$ cat config.mk
export PLATFORM = sky130hd
export DESIGN_NAME = hazard_controller
export DESIGN_NICKNAME = d
export VERILOG_FILES = /design/src/rtl/hazard_controller_pkg.sv /design/src/rtl/hazard_detect.sv /design/src/rtl/hazard_controller.sv
export SDC_FILE = /design/constraint.sdc
export NUM_CORES = 1
export LEC_CHECK = 0
export BUFFER_PORTS_ARGS = -buffer_cell sky130_fd_sc_hd__buf_2
export CAP_MARGIN = 0
export CORE_MARGIN = 2
export CORE_UTILIZATION = 53
export DETAILED_ROUTE_END_ITERATION = 6
export GPL_TIMING_DRIVEN = 0
export PLACE_DENSITY = 0.8
export SLEW_MARGIN = 10
export SYNTH_ARGS = -nofsm -noshare
export SYNTH_HDL_FRONTEND = slang
export SYNTH_SLANG_ARGS = --single-unit
$ cat constraint.sdc
create_clock -name clk -period 3.8 [get_ports clk]
set_input_delay 0.19 -clock clk [delete_from_list [all_inputs] [get_ports clk]]
set_output_delay 0.19 -clock clk [all_outputs]
set_load 0.03 [all_outputs]
$ cat src/rtl/hazard_controller_pkg.sv
// rtl/hazard_controller_pkg.sv - shared types and constants for the hazard controller
package hazard_controller_pkg;

    typedef enum logic {
        HC_RUN   = 1'b0,
        HC_STALL = 1'b1
    } hc_state_t;

    // Number of bubbles a hazard in ID requires.
    typedef logic [1:0] need_t;

    localparam need_t NEED_NONE = 2'd0;
    localparam need_t NEED_ONE  = 2'd1;
    localparam need_t NEED_TWO  = 2'd2;

    localparam logic [4:0] REG_X0 = 5'd0;

endpackage

$ cat src/rtl/hazard_detect.sv
// rtl/hazard_detect.sv - combinational hazard classification from ID/EX/MEM fields
module hazard_detect
    import hazard_controller_pkg::*;
(
    input  logic [4:0] IF_ID_rs1,
    input  logic [4:0] IF_ID_rs2,
    input  logic       use_rs1,
    input  logic       use_rs2,
    input  logic       branch,
    input  logic       jalr,
    input  logic [4:0] ID_EX_rd,
    input  logic       ID_EX_regwrite,
    input  logic       ID_EX_memread,
    input  logic [4:0] EX_MEM_rd,
    input  logic       EX_MEM_memread,
    output need_t      need
);

    logic match_ex;
    logic match_mem;
    logic id_resolved;

    // x0 never carries a dependency; only sources the ID instruction reads count.
    assign match_ex  = (ID_EX_rd != REG_X0) &&
                       ((use_rs1 && (ID_EX_rd == IF_ID_rs1)) ||
                        (use_rs2 && (ID_EX_rd == IF_ID_rs2)));
    assign match_mem = (EX_MEM_rd != REG_X0) &&
                       ((use_rs1 && (EX_MEM_rd == IF_ID_rs1)) ||
                        (use_rs2 && (EX_MEM_rd == IF_ID_rs2)));
    assign id_resolved = branch | jalr;

    // Load feeding an ID-resolved compare needs the data out of MEM, so two bubbles.
    always_comb begin
        need = NEED_NONE;
        if (id_resolved && ID_EX_memread && match_ex) begin
            need = NEED_TWO;
        end else if ((ID_EX_memread && match_ex) ||
                     (id_resolved && ID_EX_regwrite && match_ex) ||
                     (id_resolved && EX_MEM_memread && match_mem)) begin
            need = NEED_ONE;
        end
    end

endmodule

$ cat src/rtl/hazard_controller.sv
// rtl/hazard_controller.sv - stall FSM, pipeline enables, flush and perf counters
module hazard_controller
    import hazard_controller_pkg::*;
#(
    parameter int CNT_W = 32
) (
    input  logic             clk,
    input  logic             rst,
    input  logic [4:0]       IF_ID_rs1,
    input  logic [4:0]       IF_ID_rs2,
    input  logic             use_rs1,
    input  logic             use_rs2,
    input  logic             branch,
    input  logic             jalr,
    input  logic             ctrl_taken,
    input  logic [4:0]       ID_EX_rd,
    input  logic             ID_EX_regwrite,
    input  logic             ID_EX_memread,
    input  logic [4:0]       EX_MEM_rd,
    input  logic             EX_MEM_memread,
    input  logic             ICACHE_stall,
    input  logic             DCACHE_stall,
    output logic             pc_write,
    output logic             IF_ID_write,
    output logic             ID_EX_write,
    output logic             EX_MEM_write,
    output logic             MEM_WB_write,
    output logic             ID_EX_bubble,
    output logic             IF_ID_flush,
    output logic [CNT_W-1:0] cycle_cnt,
    output logic [CNT_W-1:0] stall_cnt,
    output logic [CNT_W-1:0] flush_cnt
);

    localparam logic [CNT_W-1:0] CNT_ONE = {{(CNT_W-1){1'b0}}, 1'b1};

    hc_state_t  state;
    hc_state_t  state_next;
    logic [1:0] left;
    logic [1:0] left_next;
    need_t      need;
    logic       freeze;
    logic       stall;
    logic       flush;

    hazard_detect u_detect (
        .IF_ID_rs1      (IF_ID_rs1),
        .IF_ID_rs2      (IF_ID_rs2),
        .use_rs1        (use_rs1),
        .use_rs2        (use_rs2),
        .branch         (branch),
        .jalr           (jalr),
        .ID_EX_rd       (ID_EX_rd),
        .ID_EX_regwrite (ID_EX_regwrite),
        .ID_EX_memread  (ID_EX_memread),
        .EX_MEM_rd      (EX_MEM_rd),
        .EX_MEM_memread (EX_MEM_memread),
        .need           (need)
    );

    assign freeze = ICACHE_stall | DCACHE_stall;
    assign stall  = ~freeze & (((state == HC_RUN) & (need != NEED_NONE)) | (state == HC_STALL));
    // A stalled branch resolved on stale operands, so its taken decision is discarded.
    assign flush  = ctrl_taken & ~stall & ~freeze;

    // Enables are forced low while reset is held so nothing advances out of reset garbage.
    assign pc_write     = ~rst & ~freeze & ~stall;
    assign IF_ID_write  = ~rst & ~freeze & ~stall;
    assign ID_EX_write  = ~rst & ~freeze;
    assign EX_MEM_write = ~rst & ~freeze;
    assign MEM_WB_write = ~rst & ~freeze;
    assign ID_EX_bubble = ~rst & stall;
    assign IF_ID_flush  = ~rst & flush;

    // Next state: a freeze holds everything; STALL counts down its remaining bubbles.
    always_comb begin
        state_next = state;
        left_next  = left;
        if (!freeze) begin
            case (state)
                HC_RUN: begin
                    if (need == NEED_TWO) begin
                        state_next = HC_STALL;
                        left_next  = 2'd1;
                    end
                end
                HC_STALL: begin
                    left_next = left - 2'd1;
                    if (left_next == 2'd0) begin
                        state_next = HC_RUN;
                    end
                end
                default: begin
                    state_next = HC_RUN;
                    left_next  = 2'd0;
                end
            endcase
        end
    end

    // State register.
    always_ff @(posedge clk or posedge rst) begin
        if (rst) begin
            state <= HC_RUN;
            left  <= 2'd0;
        end else begin
            state <= state_next;
            left  <= left_next;
        end
    end

    // Wrapping performance counters.
    always_ff @(posedge clk or posedge rst) begin
        if (rst) begin
            cycle_cnt <= '0;
            stall_cnt <= '0;
            flush_cnt <= '0;
        end else begin
            cycle_cnt <= cycle_cnt + CNT_ONE;
            if (stall | freeze) begin
                stall_cnt <= stall_cnt + CNT_ONE;
            end
            if (flush) begin
                flush_cnt <= flush_cnt + CNT_ONE;
            end
        end
    end

endmodule

# Word level (Yosys, flattened, before mapping)

Index checks and enable logic that the tools add are counted.

$add $sub $neg: 4
Equal/unequal tests: 6
Mux-type cells: 7
Bitwise logic cells: 16
Reduce and logical (&&, ||, !) cells: 22

Operators with widths:

| operator              | count |
|---|---|
| $add 32x1->32 const B | 3 |
| $eq 5x5->1            | 4 |
| $logic_and 1x1->1     | 13 |
| $reduce_bool 5->1     | 2 |
| $and 1x1->1           | 8 |
| $logic_or 1x1->1      | 4 |
| $mux 2                | 2 |
| $not 1->1             | 4 |
| $or 1x1->1            | 4 |
| $pmux 2 s2            | 1 |
| $mux 1                | 3 |
| $eq 2x2->1 const B    | 1 |
| $logic_not 2->1       | 1 |
| $ne 2x1->1 const B    | 1 |
| $pmux 1 s2            | 1 |
| $reduce_and 2->1      | 1 |
| $reduce_bool 2->1     | 1 |
| $sub 2x1->2 const B   | 1 |

Flip-flop bits (word level): 99
Output and inout port bits: 103
Logic and storage cells: 60

# Longest topological paths before layout

Gate-level depths: netlist of the first run.

Depth after elaboration: 17
Mapped depth: 8

# Cells and area by module

From an unflattened synthesis of the first run, not the netlist that was laid out.

Cells, all modules: 456
Area, all modules: 4,878.4 um^2

Modules (own cells, without submodules):

| module            | instances | cells each | area each (um^2) |
|---|---|---|---|
| hazard_controller | 1         | 417        | 4,583.1 |
| hazard_detect     | 1         | 39         | 295.3 |

# Least setup slack after synthesis of the first run

No wires, ideal clock.

Kind: input-to-output
Start point: in ID_EX_rd[0]
End point: out pc_write
Arrival: 2.058 ns
Required time: 3.610 ns
Slack: 1.552 ns
Stages: 7
Buffers on the path: 2
Cell sequence: or4_1 nor2_1 a21oi_1 a221oi_4 buf_2 and2_1 buf_4

Word-level cells in the longest chain between the ends: 15
Elaborated cells on any way between the ends: 20
Classes of those cells: 2 x eq/ne; 2 x mux; 5 x bitwise; 11 x reduce/logical

Ends and longest elaborated chain:

| what                                        | RTL line                                 | RTL |
|---|---|---|
| from (decl)                                 | hazard_controller.sv:16                  | `input logic [4:0] ID_EX_rd,` |
| $eq 5x5->1, on equally long branches        | hazard_detect.sv:25, hazard_detect.sv:26 |  |
| $logic_and 1x1->1, on equally long branches | hazard_detect.sv:25, hazard_detect.sv:26 |  |
| $logic_or 1x1->1                            | hazard_detect.sv:25                      | `((use_rs1 && (ID_EX_rd == IF_ID_rs1)) \|\|` |
| $logic_and 1x1->1 (*)                       | hazard_detect.sv:24                      | `assign match_ex = (ID_EX_rd != REG_X0) &&` |
| $logic_and 1x1->1, on equally long branches | hazard_detect.sv:37, hazard_detect.sv:38 |  |
| $logic_or 1x1->1                            | hazard_detect.sv:37                      | `end else if ((ID_EX_memread && match_ex) \|\|` |
| $logic_or 1x1->1                            | hazard_detect.sv:38                      | `(id_resolved && ID_EX_regwrite && match_ex) \|\|` |
| $mux 1                                      | hazard_detect.sv:37                      |  |
| $mux 2 (*)                                  | hazard_detect.sv:35                      | `if (id_resolved && ID_EX_memread && match_ex) begin` |
| $reduce_bool 2->1 (*)                       | hazard_controller.sv:62                  | `assign stall = ~freeze & (((state == HC_RUN) & (need != NEED_NONE)) \| (state == HC_STALL));` |
| $and 1x1->1 (*)                             | hazard_controller.sv:62                  |  |
| $or 1x1->1 (*)                              | hazard_controller.sv:62                  |  |
| $and 1x1->1 (*)                             | hazard_controller.sv:62                  |  |
| $not 1->1 (*)                               | n/a                                      |  |
| $and 1x1->1 (*)                             | n/a                                      |  |
| to (decl)                                   | hazard_controller.sv:23                  | `output logic pc_write,` |

Every way passes the cells marked *; elsewhere a longest branch is shown, timed or not.

# Worst setup path after layout of the first run

Start point: in ID_EX_rd[0]
End point: out pc_write

Word-level cells in the longest chain between the ends: 15
Elaborated cells on any way between the ends: 20
Classes of those cells: 2 x eq/ne; 2 x mux; 5 x bitwise; 11 x reduce/logical

Ends and longest elaborated chain:

| what                                        | RTL line                                 | RTL |
|---|---|---|
| $eq 5x5->1, on equally long branches        | hazard_detect.sv:25, hazard_detect.sv:26 |  |
| $logic_and 1x1->1, on equally long branches | hazard_detect.sv:25, hazard_detect.sv:26 |  |
| $logic_or 1x1->1                            | hazard_detect.sv:25                      |  |
| $logic_and 1x1->1 (*)                       | hazard_detect.sv:24                      |  |
| $logic_and 1x1->1, on equally long branches | hazard_detect.sv:37, hazard_detect.sv:38 |  |
| $logic_or 1x1->1                            | hazard_detect.sv:37                      |  |
| $logic_or 1x1->1                            | hazard_detect.sv:38                      |  |
| $mux 1                                      | hazard_detect.sv:37                      |  |
| $mux 2 (*)                                  | hazard_detect.sv:35                      |  |
| $reduce_bool 2->1 (*)                       | hazard_controller.sv:62                  |  |
| $and 1x1->1 (*)                             | hazard_controller.sv:62                  |  |
| $or 1x1->1 (*)                              | hazard_controller.sv:62                  |  |
| $and 1x1->1 (*)                             | hazard_controller.sv:62                  |  |
| $not 1->1 (*)                               | hazard_controller.sv:67                  | `assign pc_write = ~rst & ~freeze & ~stall;` |
| $and 1x1->1 (*)                             | hazard_controller.sv:67                  |  |

Marked as above.

==> metrics.txt, run 1 <==
most utilized layer in the global route result met2; Antenna Cells 0; Core Area roughly 9000 um2; dominant cells by area after synthesis sky130_fd_sc_hd__dfrtp_1 (50%), sky130_fd_sc_hd__xnor2_1 (13%), sky130_fd_sc_hd__xor2_1 (7.0%), sky130_fd_sc_hd__nand4_1 (4.9%), sky130_fd_sc_hd__nand3_1 (4.0%); switching power of the nets 1.19 mW; cell area after technology mapping 4980 um2; biggest area consumer among synthesized cells sky130_fd_sc_hd__dfrtp_1; Async SR Flop Fraction 100%; detailed-routing iteration count for the pre-antenna-repair pass 4; leak pwr around 2.8 nW; number of buffer cells added on primary ports 134; first-pass GRT wire length 18.6 mm; top flip-flop cell by instance count after synthesis sky130_fd_sc_hd__dfrtp_1; maximum number of pins on one net before global-route repair 52; Final Cell Area 6050 um2; H-tree lvl count 3; area after detailed placement between 5000 and 6000 um2; Hold Path Depth 5; commonest non-fill, non-tap cell in the layout sky130_fd_sc_hd__buf_2; global routing usage on met1 29.6%; Filler Cells Inserted approximately 750; met3 layer usage reported by global route under 10%; Tot Pwr 3.03 mW; Sequential Power Share 44.9%; die height between 100 and 150 um; r2r worst-path depth 7; post-layout minimum cycle time ~2.5 ns; Combinational Power Share 31.1%; WL/cell 15.3 um; all-layer global routing usage 22.6%; share of synthesized area occupied by flip-flops and latches 49.7%; synthesis-to-finish area growth 21.4%; final count of pins violating max slew 0; Initial Utilization 54.2%; kind of start point of the critical path primary input; clock share of power 24.0%; number of flops mapped to enable cells by yosys 0; Worst Clk Skew 0.0165 ns; antenna-violating nets left 0; Avg Vias per Cell 5.60; iteration-0 DRC count of the detailed router 172; buffer count from post-CTS setup fixing 0; distinct cell type count of the synthesized netlist 36; maximum fanout count along the critical path 10; TritonCTS clock tree done; WP data arrival 2.29 ns; area share of the largest cell type after synthesis 49.7%; routed vias roughly 4100; max-cap check violation count 0; run status completed; number of gates resized after cts 0; post-route fraction of the period consumed by the critical path 65.3%; layout cell share with drive strength beyond 1 26.7%; register-to-register setup slack 1.61 ns; detailed-route wire length 11.3 mm; endpoint type of the worst setup path output pin; total CTS buffers 9; Syn Inst Count 477; Rows 35; clock sinks 99; summed negative setup slack over all endpoints 0 ns; min setup slack post-route 1.32 ns; vias in the first global route 3973; met2 Use GR about two fifths; Fmax achieved around 400 MHz; RSZ-0062 raised after global routing false; area of the die 10200 um2; total area of multi-input combinational cells between 2000 and 2500 um2; final hold viol count 0; Hold/Removal Path Class in -> reg; Internal 1.84 mW; nets 660; top library cells by usage in the layout, fill and taps aside sky130_fd_sc_hd__buf_2 (139), sky130_fd_sc_hd__dfrtp_1 (99), sky130_fd_sc_hd__xnor2_1 (72), sky130_fd_sc_hd__nand3_1 (40), sky130_fd_sc_hd__xor2_1 (40); Clock Latency Late Sink between 0.3 and 0.4 ns; gpl congestion 0.903; residual overflow from global routing 0; DRC violation count after routing 0; CTS root buffer sky130_fd_sc_hd__clkbuf_8; Max-slew headroom 48.3%; crit path kind in -> out; syn_area_per_cell 10.4 um2; yosys warns 0; placed wire-length estimate 8.49 mm; slew at the pin with the worst max-slew slack 0.770 ns; count of endpoints failing setup in the final report 0; clk buf depth 2; Post-Synthesis Net Count 513; initial antenna violation count 0; sequential cell area 2480 um2; required arrival time at the worst endpoint 3.61 ns; Reg clk slew, reported paths about 0.10 ns; Worst Setup Slack post-DPL 1.28 ns; power density cells 501 nW/um2; total of flip-flops plus latches after synthesis 99; Chip Width 101 um; I/O Pins 135; switching share of power 39.2%; Peak supply drop 416 uV
-- flip-flops by register name, indices dropped and copies added, names as in the netlist --
| signal | flops |
|---|---|
| stall_cnt | 32 |
| cycle_cnt | 32 |
| left | 2 |
| flush_cnt | 32 |
| state | 1 |
-- stage by stage --
step	instances	hold WS, ns	utilization (%)
floorplan	477	0.438	-
global placement	722	0.457	63.0
detailed placement	723	0.327	63.3
CTS	740	0.226	65.8
global route	740	0.258	65.8
finish	740	0.236	65.8
-- kinds of logic after synthesis --
family,after synthesis,synth area share (%)
multiplexers,2,0.527
XOR/XNOR,112,19.7
buffers and inverters,28,2.69
flip-flops,99,49.7
adder cells (fa/ha/maj),4,1.00
AO/OA/AOI/OAI,46,6.20
AND/OR/NAND/NOR,186,20.2
-- cell usage after synthesis, drive strengths merged (2+ instances only) --
cell / instances
xor2: 40
clkbuf: 11
inv: 7
nor2b: 3
a21oi: 21
a211oi: 11
nor4: 4
buf: 10
and3: 26
o22ai: 2
dfrtp: 99
mux2: 2
nor3: 4
nand2: 36
nor2: 13
and4: 6
nand4: 39
xnor2: 72
a2111oi: 3
and2: 11
ha: 4
nand3: 40
o21ai: 6
-- final cells by class --
type                            count  area share (%)
Buffer                             21            1.78
Clock buffer                       10            2.28
Clock inverter                      6            1.30
Inverter                            7           0.476
Multi-Input combinational cell    350            39.2
Sequential cell                    99            41.0
Tap cell                          111            2.30
Timing Repair Buffer              136            11.7
-- worst paths after layout --
| kind | startpoint | end |
|---|---|---|
| min | ID_EX_memread | state$_DFFE_PP0N_ |
| max | ID_EX_rd[0] | pc_write |
| min in group asynchronous | rst | stall_cnt[7]$_DFFE_PP0P_ |
| max reg2reg | stall_cnt[2]$_DFFE_PP0P_ | stall_cnt[21]$_DFFE_PP0P_ |
| min reg2reg | cycle_cnt[31]$_DFF_PP0_ | cycle_cnt[31]$_DFF_PP0_ |
| max in group asynchronous | rst | stall_cnt[24]$_DFFE_PP0P_ |
-- routing by layer --
layer	share of wire, %	up-vias	wire length [um]
li1	-	1966	-
met1	44	2037	4920
met2	50	126	5670
met3	5.5	13	621
met4	0.84	0	95
met5	0	-	0
-- power groups by stage --
stage	combinational [mW]	sequential (mW)	clock (mW)
global route	1.02	1.38	0.796
floorplan	0.410	1.60	0
finish	0.944	1.36	0.728
global placement	0.919	1.37	0
CTS	0.950	1.36	0.748
detailed placement	0.948	1.37	0
-- critical path: stages --
cell and delay (ns):
sky130_fd_sc_hd__buf_2 0.12, sky130_fd_sc_hd__or4_1 0.51, sky130_fd_sc_hd__nor2_1 0.13, sky130_fd_sc_hd__a21oi_1 0.11, sky130_fd_sc_hd__a221oi_4 0.45, sky130_fd_sc_hd__buf_2 0.31, sky130_fd_sc_hd__and2_1 0.17, sky130_fd_sc_hd__buf_4 0.10
sky130_fd_sc_hd__buf_2 0.18
-- what timing repair did --
action                                 in CTS  in global routing
setup endpoints to repair                   0                  0
endpoints found under the hold margin      48                  0
hold buffers                                1                  0
No activity file was read; power rests on OpenSTA's default activity.
==> run 2: changes to the inputs <==
--- a/config.mk
+++ b/config.mk
@@ -5,13 +5,14 @@
 export SDC_FILE = /design/constraint.sdc
 export NUM_CORES = 1
 export LEC_CHECK = 0
+export ABC_AREA = 1
 export BUFFER_PORTS_ARGS = -buffer_cell sky130_fd_sc_hd__buf_2
 export CAP_MARGIN = 0
 export CORE_MARGIN = 2
-export CORE_UTILIZATION = 53
+export CORE_UTILIZATION = 55
 export DETAILED_ROUTE_END_ITERATION = 6
 export GPL_TIMING_DRIVEN = 0
-export PLACE_DENSITY = 0.8
+export PLACE_DENSITY = 0.81
 export SLEW_MARGIN = 10
 export SYNTH_ARGS = -nofsm -noshare
 export SYNTH_HDL_FRONTEND = slang
==> constraint.sdc (replaced) <==
create_clock -name clk -period 2.5 [get_ports clk]
set_input_delay 0.125 -clock clk [delete_from_list [all_inputs] [get_ports clk]]
set_output_delay 0.125 -clock clk [all_outputs]
set_load 0.03 [all_outputs]
==> metrics.txt, run 2 <==
commonest non-fill, non-tap cell in the layout sky130_fd_sc_hd__nand2_1; Tot Pwr about 3.8 mW; top library cells by usage in the layout, fill and taps aside sky130_fd_sc_hd__nand2_1 (280), sky130_fd_sc_hd__buf_2 (142), sky130_fd_sc_hd__dfrtp_1 (99), sky130_fd_sc_hd__nor2_1 (79), sky130_fd_sc_hd__inv_1 (73); power density cells 538 nW/um2; biggest area consumer among synthesized cells sky130_fd_sc_hd__dfrtp_1; RSZ-0062 raised after global routing false; WL/cell ~13 um; post-route fraction of the period consumed by the critical path between 70% and 80%; Rows 38; layout cell share with drive strength beyond 1 slightly below 20%; crit path kind reg -> reg; maximum number of pins on one net before global-route repair 38; syn_area_per_cell 7.42 um2; global routing usage on met1 about a third; synthesis-to-finish area growth 18.2%; Hold/Removal Path Class in -> reg; Chip Width around 110 um; detailed-route wire length 14.9 mm; Post-Synthesis Net Count 853; met2 Use GR approximately 46%; detailed-routing iteration count for the pre-antenna-repair pass 5; all-layer global routing usage about a quarter; met3 layer usage reported by global route 4.72%; most utilized layer in the global route result met2; area of the die 11900 um2; gpl congestion 0.932; hold slack 0.0781 ns; top flip-flop cell by instance count after synthesis sky130_fd_sc_hd__dfrtp_1; WP data arrival about 2.3 ns; Worst Clk Skew 0.00853 ns; number of flops mapped to enable cells by yosys 0; total area of multi-input combinational cells 3160 um2; residual overflow from global routing 0; die height about 110 um; most instantiated cells after synthesis sky130_fd_sc_hd__nand2_1 (280), sky130_fd_sc_hd__dfrtp_1 (99), sky130_fd_sc_hd__nor2_1 (79), sky130_fd_sc_hd__inv_1 (74), sky130_fd_sc_hd__xor2_1 (62); routed vias 5694; antenna-violating nets left 0; sequential cell area 2480 um2; total of flip-flops plus latches after synthesis 99; clk buf depth 2; Initial Utilization between 50% and 60%; leak pwr around 3.9 nW; dominant cells by area after synthesis sky130_fd_sc_hd__dfrtp_1 (41%), sky130_fd_sc_hd__nand2_1 (17%), sky130_fd_sc_hd__xor2_1 (9.0%), sky130_fd_sc_hd__nor2_1 (4.9%), sky130_fd_sc_hd__nand3_1 (4.8%); final count of pins violating max slew 0; kind of start point of the critical path flop; Peak supply drop 510 uV; Core Area 10800 um2; run status completed; Clock Latency Late Sink 0.38 ns; H-tree lvl count 3; slew at the pin with the worst max-slew slack 0.809 ns; number of buffer cells added on primary ports roughly 130; Fmax achieved 509 MHz; iteration-0 DRC count of the detailed router 352; Avg Vias per Cell 5.13; vias in the first global route between 5000 and 6000; I/O Pins roughly 140; placed wire-length estimate approximately 12 mm; Final Cell Area 7160 um2; area after detailed placement 6940 um2; Filler Cells Inserted 996; area share of the largest cell type after synthesis 40.9%; clock sinks between 90 and 100; distinct cell type count of the synthesized netlist 31; Async SR Flop Fraction 100%; endpoint type of the worst setup path flop; CTS root buffer sky130_fd_sc_hd__clkbuf_8; summed negative setup slack over all endpoints 0 ns; number of gates resized after cts 0; post-layout minimum cycle time ~2.0 ns; final hold viol count 0; total CTS buffers 9; Antenna Cells 0; initial antenna violation count 0; nets 1000; cell area after technology mapping 6060 um2; share of synthesized area occupied by flip-flops and latches 40.9%; most common cell in the synthesized netlist sky130_fd_sc_hd__nand2_1; yosys warns 0; DRC violation count after routing 0; required arrival time at the worst endpoint 2.78 ns; Max-slew headroom a little under half; TritonCTS clock tree done; count of endpoints failing setup in the final report 0; Syn Inst Count between 800 and 900; max-cap check violation count 0; maximum fanout count along the critical path 6; Reg clk slew, reported paths roughly 0.1 ns; largest registers cycle_cnt (32), flush_cnt (32), stall_cnt (32); final core utilization 66.3%; first-pass GRT wire length between 20 and 30 mm
==> run 2: cell families (layout without fill, tap and decap cells) <==
| kind of cell | after synthesis | in the layout | share of synthesized area (%) |
|---|---|---|---|
| buf+inv | 97 | 249 | 7.00 |
| compound gates | 31 | 31 | 2.60 |
| xor+xnor | 88 | 88 | 12.7 |
| flops | 99 | 99 | 40.9 |
| fa+ha+maj | 4 | 4 | 0.826 |
| simple gates | 498 | 498 | 36.0 |
==> run 2: final cells by class <==
class	instances	area share, %
inverter	76	4.04
tap	140	2.45
clock inverter	7	1.14
multi-input combinational	621	44.1
sequential	99	34.6
buffer	21	1.94
clock buffer	9	1.73
timing repair buffer	136	10.0
==> run 2: final timing paths <==
check	start	to	slack, ns	cells past startpoint
worst min-delay path	ICACHE_stall	left[1]$_DFFE_PP0P_	0.08	4
worst min register to register	left[1]$_DFFE_PP0P_	left[1]$_DFFE_PP0P_	0.48	2
min in group asynchronous	rst	flush_cnt[5]$_DFFE_PP0P_	0.46	3
max in group asynchronous	rst	cycle_cnt[23]$_DFF_PP0_	1.20	5
worst max-delay path	flush_cnt[0]$_DFFE_PP0P_	flush_cnt[20]$_DFFE_PP0P_	0.53	9
worst max register to register	flush_cnt[0]$_DFFE_PP0P_	flush_cnt[20]$_DFFE_PP0P_	0.53	9
==> run 2: where the power goes <==
group,switching (mW),internal [mW],leakage [nW]
clock network,0.606,0.477,0.101
logic,0.587,0.282,2.42
registers,0.180,1.72,1.35
==> run 2: metrics by stage <==
stage          setup slack [ns]  std cells
2_1_floorplan             0.610        817
3_5_place_dp              0.540       1092
3_3_place_gp              0.490       1090
5_1_grt                   0.285       1109
6_report                  0.535       1109
4_1_cts                   0.517       1109
==> run 2: per-layer routing <==
layer	vias up	wire length [um]
li1	2876	-
met1	2637	6520
met2	149	7350
met3	32	653
met4	0	329
met5	-	0
==> run 2: timing repair <==
item,CTS,global route
endpoints found under the setup margin,0,0
hold endpoints to repair,36,0
hold buffers,1,0
setup buffers,0,0
==> run 2: critical path, stage by stage (launching register included) <==
cell,delay (ns)
sky130_fd_sc_hd__dfrtp_1,0.50
sky130_fd_sc_hd__ha_1,0.28
sky130_fd_sc_hd__nand3_2,0.14
sky130_fd_sc_hd__nor2_2,0.20
sky130_fd_sc_hd__nand3_1,0.18
sky130_fd_sc_hd__nor3_2,0.20
sky130_fd_sc_hd__nand2_1,0.11
sky130_fd_sc_hd__xnor2_1,0.13
sky130_fd_sc_hd__nand3_1,0.08
sky130_fd_sc_hd__nand2_1,0.05
==> run 3: changes to the inputs <==
==> constraint.sdc (replaced) <==
create_clock -name clk -period 2 [get_ports clk]
set_input_delay 0.1 -clock clk [delete_from_list [all_inputs] [get_ports clk]]
set_output_delay 0.1 -clock clk [all_outputs]
set_load 0.03 [all_outputs]
==> metrics.txt, run 3 (synthesis gave the netlist of run 2 again) <==
run status completed; maximum number of pins on one net before global-route repair 38; maximum fanout count along the critical path 5; placed wire-length estimate around 12 mm; initial antenna violation count 0; synthesis-to-finish area growth 19.6%; DRC violation count after routing 0; number of buffer cells added on primary ports 133; leak pwr between 3 and 4 nW; required arrival time at the worst endpoint 2.28 ns; total area of multi-input combinational cells 3210 um2; power density cells 670 nW/um2; slew at the pin with the worst max-slew slack 0.805 ns; sink of the worst hold path left[1]$_DFFE_PP0P_; switching share of power 35.8%; antenna-violating nets left 0; final count of pins violating max slew 0; kind of start point of the critical path flop; detailed-route wire length 15.0 mm; commonest non-fill, non-tap cell in the layout sky130_fd_sc_hd__nand2_1; Chip Width around 110 um; Filler Cells Inserted 986; routed vias 5733; gpl congestion about 0.93; area after detailed placement 6940 um2; top library cells by usage in the layout, fill and taps aside sky130_fd_sc_hd__nand2_1 (280), sky130_fd_sc_hd__buf_2 (141), sky130_fd_sc_hd__dfrtp_1 (97), sky130_fd_sc_hd__nor2_1 (76), sky130_fd_sc_hd__inv_1 (72); crit path kind reg -> reg; sequential cell area 2480 um2; detailed-routing iteration count for the pre-antenna-repair pass 5; switching power of the nets 1.74 mW; Peak supply drop roughly 600 uV; post-route fraction of the period consumed by the critical path 92.6%; Hold/Removal Path Class in -> reg; die height 109 um; layout cell share with drive strength beyond 1 21.1%; I/O Pins 135; nets approximately 1000; residual overflow from global routing 0; CTS root buffer sky130_fd_sc_hd__clkbuf_8; Crit Reg-Reg Startpoint flush_cnt[1]$_DFFE_PP0P_; final hold viol count 0; post-layout minimum cycle time 1.85 ns; Antenna Cells 0; hold slack 0.0814 ns; Max-slew headroom 46.3%; WL/cell 13.5 um; summed negative setup slack over all endpoints 0 ns; H-tree lvl count 3; WP data arrival 2.14 ns; Internal approximately 3.1 mW; clock sinks 99; area of the die roughly 12000 um2; r2r worst-path depth 9; TritonCTS clock tree done; iteration-0 DRC count of the detailed router 356; launch point of the worst hold path ICACHE_stall; largest registers cycle_cnt (32), flush_cnt (32), stall_cnt (32); Combinational Power Share 23.3%; Hold Path Depth 4; Final Cell Area 7250 um2; max-cap check violation count 0; Rows 38; total CTS buffers 9; first-pass GRT wire length 25.0 mm; all-layer global routing usage approximately a quarter; endpoint type of the worst setup path flop; Avg Vias per Cell 5.16; register-to-register setup slack 0.15 ns; r2r endpoint flush_cnt[20]$_DFFE_PP0P_; Clock Latency Late Sink 0.38 ns; Reg clk slew, reported paths 0.10 ns; count of endpoints failing setup in the final report 0; Worst Clk Skew 0.00734 ns; Initial Utilization 56.1%; Sequential Power Share 48.7%; Fmax achieved 540 MHz; Tot Pwr 4.85 mW; clock share of power between 20% and 30%; clk buf depth 2; vias in the first global route approximately 5400; Core Area between 10000 and 15000 um2
run 3: cell count changes in the layout (fill, tap and decap cells not counted), sizes merged:
cell,change
buf,+3
run 3: worst max-delay path by stage:
stage,to,slack (ns),depth (start not counted),start
after floorplan,cycle_cnt[28]$_DFF_PP0_,0.11,9,cycle_cnt[0]$_DFF_PP0_
after global placement,cycle_cnt[28]$_DFF_PP0_,0.02,2,rst
after detailed placement,flush_cnt[20]$_DFFE_PP0P_,0.04,9,flush_cnt[0]$_DFFE_PP0P_
after CTS,flush_cnt[20]$_DFFE_PP0P_,0.02,9,flush_cnt[0]$_DFFE_PP0P_
after global routing,stall_cnt[22]$_DFFE_PP0P_,-0.02,6,stall_cnt[0]$_DFFE_PP0P_
final,flush_cnt[20]$_DFFE_PP0P_,0.15,9,flush_cnt[1]$_DFFE_PP0P_
run 3: area by class of cell:
| cell class | count | area share [%] |
|---|---|---|
| plain buffers | 21 | 2.00 |
| clock buffers | 9 | 1.71 |
| clock inverters | 7 | 1.12 |
| inverters | 76 | 3.99 |
| multi-input cells | 621 | 44.3 |
| flip-flops and latches | 99 | 34.2 |
| well taps | 140 | 2.42 |
| repair buffers | 139 | 10.2 |
run 3: power groups by stage:
stage                     clock network [mW]  registers (mW)  logic [mW]
final                                   1.36            2.36        1.13
after global routing                    1.45            2.39        1.26
after CTS                               1.39            2.36        1.09
after detailed placement                   0            2.40        1.09
after global placement                     0            2.40        1.05
after floorplan                            0            2.59       0.537
run 3: repair_timing:
item / 4_1_cts / 5_1_grt
hold endpoints to repair: 36 / 0
hold buffers: 1 / 0
setup buffers: 0 / 3
endpoints found under the setup margin: 0 / 13
resized for setup: 0 / 18
run 3: per-layer routing:
layer / vias up / routed length (um) / global-route usage, %
li1: 2884 / - / -
met1: 2671 / 6600 / 33.7
met2: 150 / 7460 / 45.7
met3: 28 / 673 / 4.72
met4: 0 / 287 / 8.33
met5: - / 0 / 0
run 3: critical path, stage by stage (launching register included):
cell,delay [ns]
sky130_fd_sc_hd__dfrtp_2,0.43
sky130_fd_sc_hd__ha_2,0.23
sky130_fd_sc_hd__nand3_2,0.15
sky130_fd_sc_hd__nor2_4,0.16
sky130_fd_sc_hd__nand3_1,0.16
sky130_fd_sc_hd__nor3_2,0.25
sky130_fd_sc_hd__nand2_1,0.11
sky130_fd_sc_hd__xnor2_1,0.13
sky130_fd_sc_hd__nand3_1,0.08
sky130_fd_sc_hd__nand2_1,0.05
run 3: per-stage QoR:
step / util (%) / instances / worst slack, ns
6_report: 67.1 / 1112 / 0.149
4_1_cts: 66.3 / 1109 / 0.0170
2_1_floorplan: - / 817 / 0.110
3_5_place_dp: 64.3 / 1092 / 0.0400
3_3_place_gp: 64.0 / 1090 / 0.0153
5_1_grt: 67.1 / 1112 / -0.0160
